### src/rtl/key_evt_pkg.sv
// Shared definitions for the key event arbiter: event codes, tracker states
// and the per-key code priority helper.
package key_evt_pkg;

    localparam int CODE_W = 2;

    typedef enum logic [CODE_W-1:0] {
        EVT_PRESS   = 2'd0,
        EVT_LONG    = 2'd1,
        EVT_REPEAT  = 2'd2,
        EVT_RELEASE = 2'd3
    } evt_code_t;

    typedef enum logic [1:0] {
        TRK_IDLE      = 2'd0,
        TRK_HELD      = 2'd1,
        TRK_REPEATING = 2'd2
    } trk_state_t;

    // Lowest pending code wins, so a PRESS is always delivered before its RELEASE.
    function automatic evt_code_t lowest_code(input logic [3:0] pend);
        if (pend[0])      return EVT_PRESS;
        else if (pend[1]) return EVT_LONG;
        else if (pend[2]) return EVT_REPEAT;
        else              return EVT_RELEASE;
    endfunction

endpackage

### src/rtl/key_event_tracker.sv
// One key: turns a debounced level into PRESS/LONG/REPEAT/RELEASE pending bits.
// state         | meaning
// TRK_IDLE      | key released, counter parked at 0
// TRK_HELD      | pressed, counting towards LONG
// TRK_REPEATING | LONG issued, counting between REPEATs
module key_event_tracker
    import key_evt_pkg::*;
#(
    parameter logic [31:0] LONG_CYCLES   = 32'd50_000 * 1000,
    parameter logic [31:0] REPEAT_CYCLES = 32'd50_000 * 200
) (
    input  logic       clk,
    input  logic       reset,
    input  logic       level,
    input  logic [3:0] clr,
    output logic [3:0] pend,
    output logic       ovf_pulse
);

    trk_state_t  state, state_n;
    logic [31:0] cnt, cnt_n;
    logic [3:0]  raise;

    always_ff @(posedge clk) begin
        if (reset) begin
            state <= TRK_IDLE;
            cnt   <= '0;
            pend  <= '0;
        end else begin
            state <= state_n;
            cnt   <= cnt_n;
            pend  <= (pend & ~clr) | raise;
        end
    end

    // A raise onto a bit that stays set means the new event is merged away.
    assign ovf_pulse = |(raise & pend & ~clr);

    always_comb begin
        state_n = state;
        cnt_n   = '0;
        raise   = '0;
        case (state)
            TRK_IDLE: begin
                if (level) begin
                    state_n          = TRK_HELD;
                    raise[EVT_PRESS] = 1'b1;
                end
            end
            TRK_HELD: begin
                if (!level) begin
                    state_n            = TRK_IDLE;
                    raise[EVT_RELEASE] = 1'b1;
                end else if (cnt == LONG_CYCLES - 32'd1) begin
                    state_n         = TRK_REPEATING;
                    raise[EVT_LONG] = 1'b1;
                end else begin
                    cnt_n = cnt + 32'd1;
                end
            end
            TRK_REPEATING: begin
                if (!level) begin
                    state_n            = TRK_IDLE;
                    raise[EVT_RELEASE] = 1'b1;
                end else if (cnt == REPEAT_CYCLES - 32'd1) begin
                    raise[EVT_REPEAT] = 1'b1;
                end else begin
                    cnt_n = cnt + 32'd1;
                end
            end
            default: state_n = TRK_IDLE;
        endcase
    end

endmodule

### src/rtl/key_event_arbiter.sv
// Merges per-key events onto one valid/ready port with a round-robin pick
// and a sticky overflow flag for events lost to merging.
module key_event_arbiter
    import key_evt_pkg::*;
#(
    parameter int          N_KEYS        = 4,
    parameter logic [31:0] LONG_CYCLES   = 32'd50_000 * 1000,
    parameter logic [31:0] REPEAT_CYCLES = 32'd50_000 * 200,
    localparam int         KEY_W         = $clog2(N_KEYS)
) (
    input  logic              clk,
    input  logic              reset,
    input  logic [N_KEYS-1:0] key_level,
    output logic              evt_valid,
    input  logic              evt_ready,
    output logic [KEY_W-1:0]  evt_key,
    output logic [CODE_W-1:0] evt_code,
    output logic              overflow,
    input  logic              clear_ovf
);

    logic [3:0]        pend [N_KEYS];
    logic [3:0]        clr  [N_KEYS];
    logic [N_KEYS-1:0] ovf_vec;
    logic [KEY_W-1:0]  rr_ptr;
    logic [KEY_W-1:0]  sel_key;
    evt_code_t         sel_code;
    logic              found;
    logic              load;
    int                idx;

    for (genvar k = 0; k < N_KEYS; k++) begin : g_trk
        key_event_tracker #(
            .LONG_CYCLES  (LONG_CYCLES),
            .REPEAT_CYCLES(REPEAT_CYCLES)
        ) u_trk (
            .clk      (clk),
            .reset    (reset),
            .level    (key_level[k]),
            .clr      (clr[k]),
            .pend     (pend[k]),
            .ovf_pulse(ovf_vec[k])
        );
    end

    assign load = !evt_valid || evt_ready;

    always_comb begin
        found    = 1'b0;
        sel_key  = '0;
        sel_code = EVT_PRESS;
        idx      = 0;
        for (int i = 0; i < N_KEYS; i++) begin
            idx = int'(rr_ptr) + i;
            if (idx >= N_KEYS) idx = idx - N_KEYS;
            if (!found && (|pend[idx])) begin
                found    = 1'b1;
                sel_key  = idx[KEY_W-1:0];
                sel_code = lowest_code(pend[idx]);
            end
        end
    end

    always_comb begin
        for (int k = 0; k < N_KEYS; k++) clr[k] = '0;
        if (load && found) clr[sel_key][sel_code] = 1'b1;
    end

    always_ff @(posedge clk) begin
        if (reset) begin
            evt_valid <= 1'b0;
            evt_key   <= '0;
            evt_code  <= '0;
            rr_ptr    <= '0;
            overflow  <= 1'b0;
        end else begin
            if (load) begin
                if (found) begin
                    evt_valid <= 1'b1;
                    evt_key   <= sel_key;
                    evt_code  <= sel_code;
                    rr_ptr    <= (sel_key == KEY_W'(N_KEYS - 1)) ? '0 : sel_key + 1'b1;
                end else begin
                    evt_valid <= 1'b0;
                end
            end
            if (|ovf_vec)       overflow <= 1'b1;
            else if (clear_ovf) overflow <= 1'b0;
        end
    end

endmodule
### config.mk
export PLATFORM = sky130hd
export DESIGN_NAME = key_event_arbiter
export DESIGN_NICKNAME = d
export VERILOG_FILES = /design/src/rtl/key_evt_pkg.sv /design/src/rtl/key_event_tracker.sv /design/src/rtl/key_event_arbiter.sv
export SDC_FILE = /design/constraint.sdc
export NUM_CORES = 1
export LEC_CHECK = 0
export ABC_CLOCK_PERIOD_IN_PS = 8570
export BUFFER_PORTS_ARGS = -buffer_cell sky130_fd_sc_hd__buf_2
export CAP_MARGIN = 20
export CORE_MARGIN = 2
export CORE_UTILIZATION = 50
export CTS_BUF_LIST = sky130_fd_sc_hd__clkbuf_2 sky130_fd_sc_hd__clkbuf_4 sky130_fd_sc_hd__clkbuf_8
export CTS_CLUSTER_DIAMETER = 60
export DETAILED_ROUTE_END_ITERATION = 6
export HOLD_SLACK_MARGIN = 0.03
export PLACE_DENSITY = 0.75
export SLEW_MARGIN = 20
export SYNTH_ARGS = -nofsm -noshare
export SYNTH_HDL_FRONTEND = slang
export SYNTH_SLANG_ARGS = --single-unit
### constraint.sdc
create_clock -name clk -period 8.57 [get_ports clk]
set_input_delay 0.4285 -clock clk [delete_from_list [all_inputs] [get_ports clk]]
set_output_delay 0.4285 -clock clk [all_outputs]
set_load 0.03 [all_outputs]
Yosys cells after proc, flatten, opt, wreduce, memory -nomap -nowiden --
Index checks and enable logic that the tools add are counted.
Word-level totals: flip-flop bits (word level) 160, output and inout bits 6
Cells by class: reduce and logical (&&, ||, !) cells 30, bitwise gates (word level) 25, equal/unequal tests 29, $add $sub $neg 12, multiplexer cells 129, $lt $le $gt $ge 12
Operator list (number):
- 2-to-1 mux 32 bit | 20
- one-hot mux 32 bit (2 select lines) | 4
- adder 32 x 1 -> 32 bit, second input constant | 4
- equality test 32 x 24 -> 1 bit, second input constant | 4
- equality test 32 x 26 -> 1 bit, second input constant | 4
- greater-or-equal comparator 32 x 3 -> 1 bit, second input constant | 4
- inverter 32 bit | 4
- 2-to-1 mux 2 bit | 33
- 2-to-1 mux 1 bit | 52
- bitwise AND 4 bit | 12
- 2-to-1 mux 4 bit | 9
- binary-select mux 4 bit (select 2 bit) | 4
- one-hot mux 2 bit (3 select lines) | 4
- 2-to-1 mux 16 bit | 1
- inequality test 2 bit, second input constant | 8
- inverter 4 bit | 4
- bitwise OR 4 bit | 4
- OR reduction 16 bit | 1
- OR reduction 4 bit | 4
- greater-or-equal comparator 3 bit, second input constant | 4
- inequality test 3 x 2 -> 1 bit, second input constant | 4
- AND reduction 3 bit | 4
- subtractor 3 x 3 -> 4 bit, second input constant | 3
- equality test 2 bit, second input constant | 5
- 19 further kinds | 37

Logic depth before layout (Yosys ltp) --
Gate-level depths: netlist of run 1.
depth after elaboration 28, depth in mapped cells 15, gate-level depth less buffers 13

Hierarchy --
A second synthesis of run 1 with hierarchy kept.
Second synthesis, totals: cell total of the unflattened synthesis 998, area total of the unflattened synthesis 8846.0 µm²
By module, submodules not included:
- key_event_tracker at g_trk[1].u_trk ... | instances 2, cells an instance 220, seq. area each 760.7 µm², area each 1875.5 µm²
- key_event_tracker at g_trk[3].u_trk | instances 1, cells an instance 210, seq. area each 760.7 µm², area each 1929.4 µm²
- key_event_tracker at g_trk[0].u_trk | instances 1, cells an instance 220, seq. area each 760.7 µm², area each 1898.1 µm²
- key_event_arbiter | instances 1, cells an instance 128, seq. area each 160.2 µm², area each 1267.5 µm²

Least setup slack after synthesis of run 1 --
OpenSTA, ideal clock, no wires.
kind reg2reg, from register rr_ptr[0], to register overflow, path slack 5.232 ns, data required time 8.430 ns, setup time 0.140 ns, stages on the path, launching flop included 13, path buffers 1, period minus slack after synthesis 3.338 ns, arrival time 3.198 ns, path through dfxtp_1 -> buf_6 -> mux4_2 -> nor4_4 -> or3_1 -> o21ai_0 -> a222oi_1 -> ha_1 -> nand2_1 -> a22oi_1 -> nand3_1 -> nor4_1 -> a41oi_1
Between the ends: word-level cells in the longest chain between the ends 28, elaborated cells on any way between the ends 89
Ends and longest elaborated chain:
- start, declared | RTL line key_event_arbiter.sv:25 | logic [KEY_W-1:0] rr_ptr;
- start signal, assigned | RTL line key_event_arbiter.sv:82 | rr_ptr <= (sel_key == KEY_W'(N_KEYS - 1)) ? '0 : sel_key + 1'b1;
- parallel branches: the longest is 23 deep, another holds subtractor 3 x 3 -> 4 bit
- 2-to-1 mux 16 bit (*) | RTL line key_event_arbiter.sv:66 | if (load && found) clr[sel_key][sel_code] = 1'b1;
- inverter 4 bit | RTL line key_event_tracker.sv:37 | assign ovf_pulse = |(raise & pend & ~clr);
- bitwise AND 4 bit | RTL line key_event_tracker.sv:37
- OR reduction 16 bit (*) | RTL line key_event_arbiter.sv:87 | if (|ovf_vec) overflow <= 1'b1;
- 2-to-1 mux 1 bit or nonzero test 2 bit (tied branches)
- end signal, assigned | RTL line key_event_arbiter.sv:75 | overflow <= 1'b0;
- end signal, assigned | RTL line key_event_arbiter.sv:87
- end signal, assigned | RTL line key_event_arbiter.sv:88 | else if (clear_ovf) overflow <= 1'b0;
- end, declared | RTL line key_event_arbiter.sv:18 | output logic overflow,
Mark *: on every way between the ends. The select of a mux whose other input is x is not followed. A chain may end at the register's enable or synchronous reset.

Worst setup path after layout of run 1 --
Same ends and word-level chain as after synthesis.

==> flow_summary_export.csv, run 1 <==
group,metric,value,unit
setup_path,crit_path_cell_trace,"mux4_2 > nor4_4 > or3_1 > o21ai_0 > a222oi_1 > ha_1 > nand2_1 > a22oi_1 > nand3_1 > nor4_1 > a41oi_1",
route,wl,17280,um
sta,tightest_slew,1.001,ns
logic_synthesis,synthAdderAreaFrac,3.053,%
logic_synthesis,synth-xor-area-share,12.50,%
power,p_total,1.730,mW
logic_synthesis,synth_common_cells,"179 x nor2_1, 160 x dfxtp_1, 73 x xor2_1",
run,max_cap_viol_count,0,
placement,place_area,8449,um^2
placement,hpwlAfterDp,12040,um
logic_synthesis,muxShareOfSynthArea,5.098,%
finish,final_cells,1195,
placement,numPortBuffers,13,
setup_path,path_buf_inv,0,
logic_synthesis,seq_area_frac_synth,39.07,%
setup_path,cp_num_cells,11,
clock_tree,holdBufCountCts,0,
global_routing,grt_overflow,0,
sta,slew_viol_final,0,
logic_synthesis,async_flop_share,0,%
logic_synthesis,synthesis.nets,985,
power,irDropWorstVdd,104.9,uV
setup_path,cp.required,8.87,ns
setup_path,critPathLaunch,"rr_ptr[0]$_SDFFE_PP0P_",
route,drtIter0Drc,492,
route,drc,0,
finish,fin_util,55.41,%
setup_path,worstPathMaxFanout,22,
logic_synthesis,ys.flop_type,"dfxtp_1",
placement,dp.cells,1163,
floorplanning,coreArea,15940,um^2
sta,hold_violations,0,
min_path,min-delay-start,"evt_ready",
setup_path,reg2reg_slack,4.23,ns
logic_synthesis,yosysTopAreaCellShare,39.07,%
logic_synthesis,ys_seq_elements,160,
min_path,hp-class,"in2reg",
logic_synthesis,yosysMostFrequentCell,"nor2_1",
floorplanning,initial_core_util,51.42,%
global_routing,grt.total_usage,19.99,%
setup_path,critPathTopFamily,"simple AND/OR/NAND/NOR gates",
power,netSwitchingFraction,33.31,%
setup_path,worstSetupPathType,"reg2reg",
floorplanning,die_h,132.0,um
finish,area_growth,7.753,%
finish,postLayoutCellArea,8833,um^2
setup_path,max_stage_delay,0.99,ns
clock_tree,clk_latency,0.46,ns
sta,fmax,0.2305,GHz
logic_synthesis,netlist_top_cells_area,"dfxtp_1 39%, nor2_1 8.2%, xor2_1 7.8%, xnor2_1 4.7%, nand3_1 3.7%",
sta,fin_skew,0.01728,ns
clock_tree,numCtsBuffers,17,
sta,fin_crit_sh,50.62,%
power,clockPowerShare,31.3,%
min_path,hold_depth,3,
logic_synthesis,synth_area,8198,um^2
sta,tns,0,ns
clock_tree,path_clk_slew,0.09,ns
power,power.static_leakage,2.899,nW
logic_synthesis,synth_simple_gate_area_share,28.88,%
placement,place.gp.congestion,0.9233,
power,p_seq_share,46.7,%
sta,rsz0062_at_grt,"no",
route,ant_nets,0,
setup_path,r2r_cells,11,
route,vias,6670,
logic_synthesis,synth_edf_count,0,
logic_synthesis,synth_compound_area_share,8.318,%
route,post_drt_wl_per_cell,14.46,um
finish,num-nets-final,994,
floorplanning,die_w,132.0,um
power,power_density,195.9,nW/um^2
logic_synthesis,postSynthCellCount,957,
global_routing,grt_pass1_vias,6167,
clock_tree,ctsResizeCount,0,
logic_synthesis,ys_warn_count,0,
finish,final-seq-area,3203,um^2
sta,slew_headroom,33.20,%
logic_synthesis,yosysTopAreaCell,"dfxtp_1",
setup_path,worst_path_max_delay_cell,"dfxtp_1",
global_routing,grt_first_pass_wirelength,29090,um
clock_tree,post_cts_buffers,0,
power,internal_power,1.154,mW
route,vias_per_cell,5.582,
global_routing,antenna_found_initial,0,
floorplanning,io_pins,14,
setup_path,cp-end-kind,"flip-flop",
global_routing,grt_max_degree,37,
sta,setup_viol,0,
sta,period_needed,4.338,ns
logic_synthesis,synth_top_family_by_area,"simple AND/OR/NAND/NOR gates",
clock_tree,cts_sinks,160,
setup_path,rr_startpoint,"rr_ptr[0]$_SDFFE_PP0P_",
route,dr.pass1.iters,5,
floorplanning,dieArea,17440,um^2
setup_path,worst_r2r_endpoint,"overflow$_SDFFE_PP0P_",
clock_tree,cts_tree,"done",
sta,whs,0.2859,ns
clock_tree,cts_root_buf,"clkbuf_8",
sta,setup_ws,4.232,ns
logic_synthesis,avgSynthCellArea,8.566,um^2
clock_tree,clockBufferDepth,2,
setup_path,crit_arrival,4.64,ns
finish,layout-drive-gt1-share,7.967,%
clock_tree,htreeDepth,4,
finish,multi_input_area,4746,um^2
power,combPwrFrac,22.0,%
placement,preCtsSetupSlack,4.296,ns
logic_synthesis,ys_types,64,
floorplanning,rows,46,
setup_path,cp-start-kind,"flip-flop",
min_path,holdPathEnd,"evt_valid$_SDFFE_PP0N_",
power,p_switching,0.5763,mW
run_status,status,"finished, final reports clean",
finish,fillers,1460,
finish,diodes,0,
[power groups by stage]
stage	Combinational, mW	Sequential [mW]	Clock [mW]
final	0.380	0.808	0.542
after detailed placement	0.373	0.824	0
after CTS	0.375	0.807	0.554
after global routing	0.415	0.814	0.586
after floorplan	0.293	0.816	0
after global placement	0.370	0.823	0
[layer usage]
layer,global-route usage (%),vias to the layer above,routed length (um)
li1,-,3365,-
met1,26.71,3159,8240
met2,32.44,125,8116
met3,4.575,21,711
met4,5.737,0,214
met5,0,-,0
[tightest hold or removal path: stages]
cell and delay (ns):
buf_2 0.08, nand2b_1 0.10, a31oi_1 0.07
[registers in the layout (all words and copies together), names as in the netlist]
signal,count
g_trk.u_trk.state,8
g_trk.u_trk.pend,16
evt_code,2
evt_key,2
overflow,1
g_trk.u_trk.cnt,128
rr_ptr,2
evt_valid,1
[cell usage in the layout (no fill, tap or decap), types with 28 or more instances in the layout]
cell	netlist	final
a21oi_1	33	33
o21ai_0	33	33
inv_1	36	36
dfxtp_1	160	160
and3_1	28	28
nor2_1	179	179
xnor2_1	44	44
xor2_1	73	73
nand2_1	68	68
nand3_1	61	61
nand4_1	35	35
[worst max path at each step]
| stage | endpoint | slack (ns) |
|---|---|---|
| 2_1_floorplan | overflow$_SDFFE_PP0P_ | 5.23 |
| 3_3_place_gp | overflow$_SDFFE_PP0P_ | 4.38 |
| 3_5_place_dp | overflow$_SDFFE_PP0P_ | 4.30 |
| 4_1_cts | overflow$_SDFFE_PP0P_ | 4.27 |
| 5_1_grt | overflow$_SDFFE_PP0P_ | 3.87 |
| 6_report | overflow$_SDFFE_PP0P_ | 4.23 |
[final cells by class]
type | instances | area share (%)
clock buffers | 19 | 2.890
inverters | 36 | 1.530
clock inverters | 13 | 1.459
well taps | 216 | 3.059
flip-flops and latches | 160 | 36.26
repair buffers | 17 | 1.076
multi-input cells | 734 | 53.73
[logic make-up (layout without fill, tap and decap cells)]
kind of cell,Yosys count,count (layout)
AO/OA/AOI/OAI,106,106
XOR/XNOR,117,117
adder cells (fa/ha/maj),20,20
buffers and inverters,63,85
flip-flops,160,160
multiplexers,20,20
AND/OR/NAND/NOR,471,471
Power figures use the tool's default switching activity.
==> run 2, diff against run 1 <==
--- a/config.mk
+++ b/config.mk
@@ -5,7 +5,7 @@
 export SDC_FILE = /design/constraint.sdc
 export NUM_CORES = 1
 export LEC_CHECK = 0
-export ABC_CLOCK_PERIOD_IN_PS = 8570
+export ABC_CLOCK_PERIOD_IN_PS = 3800
 export BUFFER_PORTS_ARGS = -buffer_cell sky130_fd_sc_hd__buf_2
 export CAP_MARGIN = 20
 export CORE_MARGIN = 2
@@ -14,7 +14,7 @@
 export CTS_CLUSTER_DIAMETER = 60
 export DETAILED_ROUTE_END_ITERATION = 6
 export HOLD_SLACK_MARGIN = 0.03
-export PLACE_DENSITY = 0.75
+export PLACE_DENSITY = 0.77
 export SLEW_MARGIN = 20
 export SYNTH_ARGS = -nofsm -noshare
 export SYNTH_HDL_FRONTEND = slang
==> constraint.sdc (replaced) <==
create_clock -name clk -period 3.8 [get_ports clk]
set_input_delay 0.19 -clock clk [delete_from_list [all_inputs] [get_ports clk]]
set_output_delay 0.19 -clock clk [all_outputs]
set_load 0.03 [all_outputs]
==> run 2 against run 1 <==
Net effect: die area unchanged; count of clock-buffer cells in the layout increased by 3; power rose by 130%; register-to-register slack worse by 4.0 ns; non-clock buffer count grew 14; global-route usage shrank 0.34 points; critical path depth is 2 higher; routed wire length shrank 2.2%; via count increased by 1.2%; sequential cell count unchanged; hold slack worse by 0.063 ns; critical endpoint unchanged.
==> flow_summary_export.csv, run 2 (same netlist as run 1, synthesis figures left out) <==
group,metric,value,unit
clock_tree,cts_tree,"done",
route,ant_nets,0,
finish,layout-drive-gt1-share,8.770,%
finish,postLayoutCellArea,8979,um^2
route,drtIter0Drc,533,
sta,setup_viol,0,
setup_path,worstSetupPathType,"reg2reg",
finish,largest_register_ffs,128,
clock_tree,cts_sinks,160,
global_routing,antenna_found_initial,0,
setup_path,worstPathMaxFanout,12,
floorplanning,io_pins,14,
floorplanning,coreArea,15940,um^2
route,post_drt_wl_per_cell,14.00,um
finish,fin_util,56.32,%
setup_path,worst_path_max_delay_cell,"mux4_2",
floorplanning,die_h,132.0,um
clock_tree,clk_latency,0.46,ns
route,wl,16910,um
run,max_cap_viol_count,0,
clock_tree,path_clk_slew,0.08,ns
sta,hold_violations,0,
floorplanning,rows,46,
route,vias_per_cell,5.586,
sta,rsz0062_at_grt,"no",
setup_path,cp_num_cells,13,
min_path,hold_depth,4,
clock_tree,htreeDepth,4,
sta,setup_ws,0.2578,ns
finish,diodes,0,
clock_tree,clockBufferDepth,2,
placement,hpwlAfterDp,11900,um
clock_tree,cts_root_buf,"clkbuf_8",
sta,slew_viol_final,0,
finish,layout_commonest_cell,"nor2_1",
placement,preCtsSetupSlack,0.07502,ns
sta,tns,0,ns
sta,period_needed,3.542,ns
finish,final_cells,1208,
setup_path,crit_path_cell_trace,"buf_4 > mux4_2 > nor4_4 > nand2b_1 > o21ai_0 > a222oi_1 > buf_4 > ha_1 > nand2_1 > nand3_1 > nand3_1 > nor4_1 > a41oi_1",
power,irDropWorstVdd,231.2,uV
power,power_density,446.5,nW/um^2
finish,largest-register,"g_trk.u_trk.cnt",
finish,area_growth,9.524,%
route,drc,0,
finish,final_cell_mix,"179 x nor2_1, 159 x dfxtp_1, 73 x xor2_1",
setup_path,cp-start-kind,"flip-flop",
floorplanning,die_w,132.0,um
global_routing,grt_first_pass_wirelength,28640,um
sta,fmax,0.2823,GHz
finish,fillers,1423,
sta,fin_crit_sh,93.22,%
setup_path,cp-end-kind,"flip-flop",
route,vias,6748,
sta,slew_headroom,34.36,%
sta,whs,0.2231,ns
finish,largestRegisters,"g_trk.u_trk.cnt: 128 flops, g_trk.u_trk.pend: 16 flops, g_trk.u_trk.state: 8 flops",
setup_path,r2r_cells,13,
finish,num-nets-final,1008,
sta,fin_skew,0.01180,ns
power,p_total,4.009,mW
power,power.static_leakage,2.984,nW
floorplanning,initial_core_util,51.42,%
placement,place.gp.congestion,0.8794,
setup_path,max_stage_delay,0.54,ns
global_routing,grt.total_usage,19.64,%
global_routing,grt_overflow,0,
global_routing,grt_pass1_vias,6309,
run_status,status,"finished, final reports clean",
placement,dp.cells,1172,
setup_path,cp.required,4.11,ns
placement,place_area,8529,um^2
setup_path,crit_arrival,3.86,ns
setup_path,critPathTopFamily,"simple AND/OR/NAND/NOR gates",
route,dr.pass1.iters,5,
clock_tree,numCtsBuffers,17,
setup_path,path_buf_inv,2,
global_routing,grt_max_degree,37,
sta,tightest_slew,0.9713,ns
floorplanning,dieArea,17440,um^2
placement,numPortBuffers,13,
min_path,hp-class,"in2reg",
run 2: where the power goes:
part	internal (mW)	total, mW	switching [mW]
combinational	0.399	0.995	0.596
sequential	1.72	1.78	0.0568
clock	0.593	1.23	0.640
total	2.71	4.01	1.29
run 2: area by class of cell:
class / instances / area (um^2) / share of cell area, %
timing repair buffer: 31 / 225.2 / 2.508
multi-input combinational: 734 / 4755 / 52.95
clock inverter: 9 / 98.84 / 1.101
clock buffer: 22 / 290.3 / 3.233
tap: 216 / 270.3 / 3.010
sequential: 160 / 3204 / 35.69
inverter: 36 / 135.1 / 1.505
run 2: repair_timing:
item                                    CTS  global route
endpoints found under the setup margin    0             1
hold buffers                              5             0
buffers inserted                          0             0
hold endpoints to repair                  8             0
gates resized for setup                   0             2
run 2: worst min-delay path, stage by stage:
cell and delay [ns]:
buf_2 0.11, o21ai_0 0.14, nor4_1 0.06, a41oi_1 0.15
run 2: path summary, 6_finish.rpt:
kind	slack, ns	endpoint	start
setup / recovery	0.26	overflow$_SDFFE_PP0P_	rr_ptr[1]$_SDFFE_PP0P_
hold / removal	0.22	overflow$_SDFFE_PP0P_	clear_ovf
hold reg to reg	0.44	g_trk[3].u_trk.cnt[0]$_SDFF_PP0_	g_trk[3].u_trk.cnt[0]$_SDFF_PP0_
setup reg to reg	0.26	overflow$_SDFFE_PP0P_	rr_ptr[1]$_SDFFE_PP0P_
run 2: metal layers:
layer / part of all wire (%) / vias up / global-route usage, %
met1: 46 / 3199 / 25.18
met5: 0 / - / 0
met3: 3.7 / 20 / 3.153
met2: 49 / 128 / 33.22
met4: 1.6 / 0 / 7.609
li1: - / 3401 / -
==> run 3, diff against run 2 <==
--- a/config.mk
+++ b/config.mk
@@ -18,4 +18,5 @@
 export SLEW_MARGIN = 20
 export SYNTH_ARGS = -nofsm -noshare
 export SYNTH_HDL_FRONTEND = slang
+export SYNTH_HIERARCHICAL = 1
 export SYNTH_SLANG_ARGS = --single-unit
==> run 3 against run 2 <==
Net effect: hold slack worse by 0.17 ns; via count is 7.9% higher; design area increased by 8.1%; final cell count grew 4.1%; sequential power about the same; maximum frequency fell by 2.6%; largest cell class unchanged; setup slack lost 0.094 ns; register-to-register slack got worse by 0.09 ns; combinational power increased by 40%.
==> flow_summary_export.csv, run 3 <==
group,metric,value,unit
run_status,status,"finished, final reports clean",
setup_path,crit_arrival,3.95,ns
sta,slew_headroom,30.04,%
setup_path,path_buf_inv,1,
power,p_seq_share,39.6,%
sta,fmax,0.2750,GHz
logic_synthesis,ys_seq_elements,160,
finish,area_growth,9.689,%
setup_path,cp_num_cells,12,
clock_tree,path_clk_slew,0.09,ns
route,drtIter0Drc,450,
global_routing,grt_first_pass_wirelength,30210,um
min_path,hp-class,"in2reg",
setup_path,worstSetupPathType,"reg2reg",
finish,largestRegisters,"g_trk.u_trk/cnt: 128 flops, g_trk.u_trk/pend: 16 flops, g_trk.u_trk/state: 8 flops",
setup_path,critPathTopFamily,"compound AO/OA/AOI/OAI gates",
floorplanning,io_pins,14,
clock_tree,cts_root_buf,"clkbuf_8",
global_routing,grt_max_degree,33,
finish,layout_commonest_cell,"dfxtp_1",
sta,setup_ws,0.1635,ns
finish,final_cell_mix,"158 x dfxtp_1, 143 x nor2_1, 86 x xor2_1",
power,power.static_leakage,3.140,nW
sta,hold_violations,0,
finish,largest_register_ffs,128,
logic_synthesis,ys_warn_count,6,
clock_tree,clockBufferDepth,2,
floorplanning,dieArea,18770,um^2
sta,slew_viol_final,0,
setup_path,max_stage_delay,0.62,ns
power,clockPowerShare,29.7,%
sta,period_needed,3.637,ns
route,dr.pass1.iters,6,
floorplanning,rows,48,
sta,fin_skew,0.01518,ns
placement,numPortBuffers,13,
route,drc,0,
finish,fillers,1536,
logic_synthesis,postSynthCellCount,998,
clock_tree,numCtsBuffers,17,
clock_tree,clk_latency,0.45,ns
setup_path,cp-start-kind,"flip-flop",
sta,tightest_slew,1.041,ns
floorplanning,die_w,137.0,um
clock_tree,cts_tree,"done",
clock_tree,htreeDepth,4,
global_routing,grt.total_usage,19.62,%
power,irDropWorstVdd,524.6,uV
setup_path,cp.required,4.12,ns
power,netSwitchingFraction,31.85,%
logic_synthesis,synth_edf_count,0,
finish,largest-register,"g_trk.u_trk/cnt",
logic_synthesis,ys_types,70,
run,max_cap_viol_count,0,
setup_path,worst_path_max_delay_cell,"or4_4",
floorplanning,initial_core_util,51.14,%
logic_synthesis,synthesis.nets,1026,
placement,hpwlAfterDp,12570,um
power,combPwrFrac,30.7,%
finish,layout-drive-gt1-share,15.78,%
logic_synthesis,synth_common_cells,"160 x dfxtp_1, 144 x nor2_1, 86 x xor2_1",
logic_synthesis,yosysTopAreaCell,"dfxtp_1",
logic_synthesis,synth_area,8846,um^2
global_routing,grt_pass1_vias,6647,
route,ant_nets,0,
power,internal_power,3.082,mW
route,post_drt_wl_per_cell,14.74,um
clock_tree,cts_sinks,160,
setup_path,r2r_cells,12,
logic_synthesis,seq_area_frac_synth,36.21,%
finish,diodes,0,
logic_synthesis,yosysMostFrequentCell,"dfxtp_1",
setup_path,cp-end-kind,"flip-flop",
global_routing,antenna_found_initial,0,
logic_synthesis,avgSynthCellArea,8.864,um^2
sta,fin_crit_sh,95.70,%
setup_path,crit_path_cell_trace,"buf_12 > mux4_2 > or4_4 > o41a_4 > o22ai_4 > and3_1 > nand2b_1 > o22ai_1 > a41oi_1 > o21ai_0 > nor4_1 > a21oi_1",
route,vias,7281,
route,vias_per_cell,5.788,
global_routing,grt_overflow,0,
floorplanning,die_h,137.0,um
logic_synthesis,netlist_top_cells_area,"dfxtp_1 36%, xor2_1 8.5%, nor2_1 6.1%, nand4_1 4.0%, nand3_1 3.6%",
sta,setup_viol,0,
power,p_switching,1.440,mW
finish,fin_util,56.10,%
placement,preCtsSetupSlack,-0.04202,ns
placement,place.gp.congestion,0.8618,
power,power_density,466.0,nW/um^2
setup_path,worstPathMaxFanout,8,
logic_synthesis,ys.flop_type,"dfxtp_1",
finish,num-nets-final,1049,
logic_synthesis,async_flop_share,0,%
min_path,hold_depth,3,
route,wl,18540,um
floorplanning,coreArea,17300,um^2
logic_synthesis,yosysTopAreaCellShare,36.21,%
[run 3: repair_timing]
item / CTS / global route
hold buffers: 0 / 1
resized for setup: 2 / 21
setup buffers: 0 / 5
gates cloned: 0 / 2
setup endpoints to repair: 1 / 1
pin swaps: 0 / 4
endpoints found under the hold margin: 0 / 1
[run 3: cell type report]
class	instances	area, um^2	area share, %
inverters	28	105.1	1.083
flip-flops and latches	160	3211	33.09
clock inverters	11	156.4	1.612
repair buffers	43	352.8	3.636
well taps	225	281.5	2.901
clock buffers	20	275.3	2.837
multi-input cells	771	5321	54.84
[run 3: worst paths after layout]
kind / start / end / slack, ns
max: rr_ptr[0]$_SDFFE_PP0P_ / overflow$_SDFFE_PP0P_ / 0.16
min: key_level[0] / g_trk[0].u_trk/pend[1]$_SDFF_PP0_ / 0.06
max reg2reg: rr_ptr[0]$_SDFFE_PP0P_ / overflow$_SDFFE_PP0P_ / 0.16
min reg2reg: g_trk[3].u_trk/cnt[0]$_SDFF_PP0_ / g_trk[3].u_trk/cnt[0]$_SDFF_PP0_ / 0.48
[run 3: kinds of logic after synthesis]
kind of cell	count (synthesis)	synth area share, %
AND/OR/NAND/NOR	523	32.77
buffers and inverters	67	4.031
adder cells (fa/ha/maj)	20	2.829
XOR/XNOR	114	11.29
AO/OA/AOI/OAI	86	6.959
flip-flops	160	36.21
multiplexers	28	5.912
[run 3: per-stage QoR]
step / power (mW) / hold slack (ns) / std cells / cell area, um^2 / setup TNS (ns)
6_report: 4.522 / 0.05749 / 1258 / 9703 / 0
5_1_grt: 4.736 / 0.05623 / 1258 / 9703 / -0.03807
4_1_cts: 4.374 / 0.03638 / 1250 / 9570 / 0
3_5_place_dp: 3.014 / 0.4596 / 1219 / 9131 / -0.04202
3_3_place_gp: 2.996 / 0.4534 / 1219 / 9131 / 0
2_1_floorplan: 2.701 / 0.2591 / 998 / 8846 / 0
[run 3: worst register-to-register path: stages (launching register included)]
cell and delay (ns):
dfxtp_4 0.38, buf_12 0.14, mux4_2 0.54, or4_4 0.62
o41a_4 0.60, o22ai_4 0.21, and3_1 0.18, nand2b_1 0.14
o22ai_1 0.10, a41oi_1 0.15, o21ai_0 0.10, nor4_1 0.27
a21oi_1 0.09
[run 3: routing by layer]
metal | wire length, um | vias up | GRT usage, % | share of wire [%]
li1 | - | 3594 | - | -
met3 | 821 | 31 | 4.222 | 4.4
met1 | 8689 | 3484 | 25.78 | 47
met2 | 8752 | 172 | 31.92 | 47
met4 | 277 | 0 | 6.701 | 1.5
met5 | 0 | - | 0 | 0
[run 3: power by group through the flow]
stage	sequential [mW]	combinational [mW]	clock (mW)
final	1.79	1.39	1.34
after global routing	1.79	1.49	1.46
after CTS	1.78	1.22	1.38
after detailed placement	1.82	1.20	0
after global placement	1.81	1.18	0
after floorplan	1.84	0.861	0
